===== config.mk =====
export PLATFORM = sky130hd
export DESIGN_NAME = mvau_weight_loader
export DESIGN_NICKNAME = d
export VERILOG_FILES = /design/src/rtl/mvau_pkg.sv /design/src/rtl/mvau_weight_mem_rw.sv /design/src/rtl/mvau_weight_loader.sv
export SDC_FILE = /design/constraint.sdc
export NUM_CORES = 1
export LEC_CHECK = 0
export BUFFER_PORTS_ARGS = -buffer_cell sky130_fd_sc_hd__buf_2
export CAP_MARGIN = 20
export CORE_ASPECT_RATIO = 1.75
export CORE_UTILIZATION = 45
export DETAILED_ROUTE_END_ITERATION = 7
export GPL_ROUTABILITY_DRIVEN = 0
export GPL_TIMING_DRIVEN = 0
export HOLD_SLACK_MARGIN = 0.03
export PLACE_DENSITY = 0.65
export SYNTH_ARGS = -nofsm -noshare
export SYNTH_HDL_FRONTEND = slang
export SYNTH_SLANG_ARGS = --single-unit

===== constraint.sdc =====
create_clock -name aclk -period 2.4 [get_ports aclk]
set_input_delay 0.12 -clock aclk [delete_from_list [all_inputs] [get_ports aclk]]
set_output_delay 0.12 -clock aclk [all_outputs]
set_load 0.02 [all_outputs]

===== src/rtl/mvau_pkg.sv =====
// rtl/mvau_pkg.sv - shared types and helpers for the MVAU weight loader
package mvau_pkg;

  typedef enum logic [1:0] {
    ST_IDLE = 2'd0,
    ST_LOAD = 2'd1,
    ST_DONE = 2'd2
  } load_state_e;

  // Counter width that stays legal when the count range collapses to one value.
  function automatic int cnt_width(input int n);
    return (n > 1) ? $clog2(n) : 1;
  endfunction

endpackage


===== src/rtl/mvau_weight_mem_rw.sv =====
// rtl/mvau_weight_mem_rw.sv - one-write, one-registered-read weight RAM, read-first
module mvau_weight_mem_rw
  import mvau_pkg::*;
#(
  parameter int WIDTH   = 2,
  parameter int DEPTH   = 4,
  parameter int ADDR_BW = 4
) (
  input  logic               aclk,
  input  logic               rst,
  input  logic               wr_en,
  input  logic [ADDR_BW-1:0] wr_addr,
  input  logic [WIDTH-1:0]   wr_data,
  input  logic [ADDR_BW-1:0] rd_addr,
  output logic [WIDTH-1:0]   rd_data
);

  localparam int IDX_BW = cnt_width(DEPTH);

  (* ram_style = "auto" *) logic [WIDTH-1:0] mem [DEPTH];

  // Storage is never reset so a reset mid-load leaves earlier contents intact.
  always_ff @(posedge aclk) begin
    if (wr_en && (int'(wr_addr) < DEPTH)) begin
      mem[wr_addr[IDX_BW-1:0]] <= wr_data;
    end
  end

  always_ff @(posedge aclk) begin
    if (rst) begin
      rd_data <= '0;
    end else if (int'(rd_addr) < DEPTH) begin
      rd_data <= mem[rd_addr[IDX_BW-1:0]];
    end else begin
      rd_data <= '0;
    end
  end

endmodule


===== src/rtl/mvau_weight_loader.sv =====
// rtl/mvau_weight_loader.sv - streams a full weight set into PE memories
module mvau_weight_loader
  import mvau_pkg::*;
#(
  parameter int SIMD         = 2,
  parameter int TW           = 1,
  parameter int PE           = 2,
  parameter int WMEM_DEPTH   = 4,
  parameter int WMEM_ADDR_BW = 4
) (
  input  logic                       aclk,
  input  logic                       rst,
  input  logic                       load_start,
  input  logic                       in_wgt_v,
  input  logic [SIMD*TW-1:0]         in_wgt,
  output logic                       in_wgt_rdy,
  input  logic [WMEM_ADDR_BW-1:0]    wmem_addr,
  output logic [PE*SIMD*TW-1:0]      wmem_out,
  output logic                       load_busy,
  output logic                       load_done,
  output logic                       wmem_valid
);

  localparam int WW    = SIMD * TW;
  localparam int PE_BW = cnt_width(PE);
  localparam logic [PE_BW-1:0]        PE_LAST   = PE_BW'(PE - 1);
  localparam logic [WMEM_ADDR_BW-1:0] ADDR_LAST = WMEM_ADDR_BW'(WMEM_DEPTH - 1);

  load_state_e               state_q, state_d;
  logic [PE_BW-1:0]          pe_cnt;
  logic [WMEM_ADDR_BW-1:0]   addr_cnt;
  logic                      hs;
  logic                      last_word;

  // Reset wins over a handshake landing in the same cycle.
  assign hs        = in_wgt_v && (state_q == ST_LOAD) && !rst;
  assign last_word = (pe_cnt == PE_LAST) && (addr_cnt == ADDR_LAST);

  always_ff @(posedge aclk) begin
    if (rst) state_q <= ST_IDLE;
    else     state_q <= state_d;
  end

  always_comb begin
    state_d    = state_q;
    in_wgt_rdy = 1'b0;
    load_busy  = 1'b0;
    load_done  = 1'b0;
    case (state_q)
      ST_IDLE: if (load_start) state_d = ST_LOAD;
      ST_LOAD: begin
        in_wgt_rdy = 1'b1;
        load_busy  = 1'b1;
        if (in_wgt_v && last_word) state_d = ST_DONE;
      end
      ST_DONE: begin
        load_done = 1'b1;
        state_d   = ST_IDLE;
      end
      default: state_d = ST_IDLE;
    endcase
  end

  always_ff @(posedge aclk) begin
    if (rst) begin
      pe_cnt     <= '0;
      addr_cnt   <= '0;
      wmem_valid <= 1'b0;
    end else if (state_q == ST_IDLE && load_start) begin
      pe_cnt     <= '0;
      addr_cnt   <= '0;
      wmem_valid <= 1'b0;
    end else if (hs) begin
      if (pe_cnt == PE_LAST) begin
        pe_cnt   <= '0;
        addr_cnt <= addr_cnt + 1'b1;
      end else begin
        pe_cnt   <= pe_cnt + 1'b1;
      end
    end else if (state_q == ST_DONE) begin
      wmem_valid <= 1'b1;
    end
  end

  for (genvar p = 0; p < PE; p++) begin : g_pe_mem
    mvau_weight_mem_rw #(
      .WIDTH   (WW),
      .DEPTH   (WMEM_DEPTH),
      .ADDR_BW (WMEM_ADDR_BW)
    ) u_mem (
      .aclk    (aclk),
      .rst     (rst),
      .wr_en   (hs && (pe_cnt == PE_BW'(p))),
      .wr_addr (addr_cnt),
      .wr_data (in_wgt),
      .rd_addr (wmem_addr),
      .rd_data (wmem_out[p*WW +: WW])
    );
  end

endmodule


==> results.txt <==
total grt overflow - 0
Max Freq - 681 MHz
MaxCap Viol Count - 0
Total Power - 841 µW
CP Class - register to output port
IO Pins - 18
Crit Path Max Fanout - 7
Synth Area in Adders - 4.20%
CTS buffer count - 3
Layout Nets - 123
Setup WS pre-CTS - 937 ps
Final TNS setup - 0 ps
final setup fails - 0
PnR worst setup slack - 931 ps
met1 Resource Use GR - 16.2%
Post-CTS Resized - 0
switching pwr - 160 µW
clk_skew - 5.29 ps
worst r2r path cells - 3
HP Start - in_wgt[1]
worst path cell trace - nand2b_1 -> inv_1 -> buf_4 -> buf_2
Worst Path Arrival - 1350 ps
initial antenna violation count - 0
RSZ-0062 raised after global routing - no
DRC viols - 0
crit path launch type - register
number of synthesized register bits - 28
core area - 2490 µm²
initial core utilization - 47.8%
Simple-Gate Fraction of Synth Area - 20.1%
status - finished clean
clock slew at reported path FFs - 90 ps
hold path cells - 1
Fin. Hold Viols - 0
gate count of the mapped netlist - 87
post-route antenna net violation count - 0
worst skew pair latency - 270 ps
combinational power share - 6.2%
R2R Path End - g_pe_mem[0].u_mem.mem[0][0]
Worst IR Drop VDD - 523 µV
dpl cells - 130
final cell count without fillers - 134
Worst Setup End Kind - output port
PwrDens - 616 nW/µm²
final core utilization - 54.7%
clk sinks - 28
r2r setup slk - 930 ps
Vias/cell - 5.46
DR iter-0 viols - 20
Max clock buf depth - 2
Synth Net Count - 101
post-synthesis xor/xnor area fraction - 0.735%
Synth Flop Type - edfxtp_1
Critical Path RT - 2280 ps
Row Count - 24
Clock Power Share - 32.7%
Area growth syn-to-layout - 14.5%
synth unique cells - 29
worst flop-to-flop path startpoint - state_q[0]
sequential-to-total area share from yosys stat - 60.5%
FFs w/ async S/R, synth - 0%
Filler Cell Count - 219
largest net degree at the start of global routing - 16
compound-gate portion of the synthesized area - 3.89%
Slew Viols, Final - 0
hold_buf cts - 0
global route hottest layer - met2
number of flops mapped to enable cells by yosys - 16
met3 Resource Use GR - 2.86%
sw frac - 19.0%
# diodes - 0
Die Wd - 40.9 µm
Port Buffer Count - 17
DRT Pass-1 Iters - 4
Worst Hold Path EP - g_pe_mem[1].u_mem.mem[3][1]
vias in the first global route - 758
Mean Syn Cell Area - 13.7 µm²
die height - 70.1 µm
TritonCTS clock tree - yes
slowest CP cell - dfxtp_1
Die ar. - 2860 µm²
Leakage - 0.543 nW
H-Tree Depth - 1
worst slew pin tran - 381 ps
period utilisation layout - 61.2%
Tmin final - 1470 ps
root buffer selected by CTS - clkbuf_8
Post-CTS Setup Inserts - 0
internal power - 681 µW
gr usage total - 17.1%
wire per inst - 14.4 µm
first-pass GRT wire length - 3290 µm
post-synth design cell area - 1190 µm²
HPWL after DPL - 1600 µm
multiplexer area fraction after synthesis - 8.40%
sequential group share of total power - 61.1%
DR vias - 732
GR met2 Demand/Resource - 29.9%
worst rel slew slack - 74.5%
Hold Crit Class - primary input to register
WL final - 1930 µm
main combinational cell family by area after synthesis - simple AND/OR/NAND/NOR gates
share of cells above drive strength 1 - 27.8%
slowest cell delay on critical path - 490 ps
Warnings, synthesis - 0
how the worst max path moves through the flow:
| stage | from | to | slack [ps] | cells past startpoint |
|---|---|---|---|---|
| floorplan | state_q[1] | g_pe_mem[0].u_mem.mem[3][0] | 1090 | 3 |
| global placement | state_q[1] | g_pe_mem[0].u_mem.mem[0][0] | 930 | 3 |
| detailed placement | state_q[1] | g_pe_mem[0].u_mem.mem[0][0] | 940 | 3 |
| CTS | state_q[1] | load_busy | 900 | 4 |
| global route | state_q[1] | load_busy | 800 | 4 |
| finish | state_q[1] | load_busy | 930 | 4 |
routing by layer:
layer  share of wire, %  vias to the layer above
li1                   -                      363
met1                 32                      342
met2                 61                       19
met3                2.8                        8
met4                4.3                        0
met5                  0                        -
power by group through the flow:
| stage | logic (mW) | registers [mW] | clock network (mW) |
|---|---|---|---|
| floorplan | 0.0278 | 0.527 | 0 |
| global placement | 0.0521 | 0.525 | 0 |
| detailed placement | 0.0529 | 0.525 | 0 |
| CTS | 0.0530 | 0.514 | 0.284 |
| global route | 0.0573 | 0.515 | 0.304 |
| finish | 0.0520 | 0.514 | 0.275 |
state kept, by name (all words and copies together) (netlist names):
signal	cells
pe_cnt	1
g_pe_mem.u_mem.mem	16
wmem_valid	1
g_pe_mem.u_mem.rd_data	4
addr_cnt	4
state_q	2
logic make-up after synthesis:
| logic type | after synthesis |
|---|---|
| adder cells (fa/ha/maj) | 4 |
| multiplexers | 5 |
| AO/OA/AOI/OAI | 7 |
| flip-flops | 28 |
| XOR/XNOR | 1 |
| AND/OR/NAND/NOR | 36 |
| buffers and inverters | 6 |
cell usage in the layout, fill, tap and decap left out, types with 2 or more instances in the layout:
cell	count
nand3_1	2
o21ai_0	2
mux4_2	4
nand2_1	3
edfxtp_1	16
ha_1	4
dfxtp_1	12
and2_1	4
a21oi_1	2
nor2b_1	5
clkbuf_8	4
inv_1	5
buf_2	17
nor2_1	5
and3_1	7
synthesized netlist by cell type, types with 2 or more instances:
cell / count / area [µm²]
a21oi_1: 2 / 10.0
o21ai_0: 2 / 10.0
inv_1: 5 / 18.8
ha_1: 4 / 50.1
and2_1: 4 / 25.0
dfxtp_1: 12 / 240
mux4_2: 4 / 90.1
nand2_1: 3 / 11.3
edfxtp_1: 16 / 480
and3_1: 7 / 43.8
nor2_1: 5 / 18.8
nor2b_1: 5 / 31.3
nand3_1: 2 / 10.0
stage by stage:
step | hold slack [ps] | area [µm²]
global route | 145 | 1360
finish | 135 | 1360
detailed placement | 415 | 1310
floorplan | 219 | 1190
CTS | 131 | 1360
global placement | 414 | 1310
cell type report:
type | count | area [µm²] | share of cell area [%]
sequential | 28 | 721 | 52.8
timing repair buffer | 17 | 85.1 | 6.24
clock buffer | 4 | 55.1 | 4.04
buffer | 1 | 7.51 | 0.550
multi-input combinational | 53 | 444 | 32.6
tap | 26 | 32.5 | 2.39
inverter | 5 | 18.8 | 1.38
critical path, delay by kind of cell (launching register included):
family        cells  cell delay (ps)
buf+inv           3              340
simple gates      1              240
flops             1              490
No activity file was read; power rests on OpenSTA's default activity.
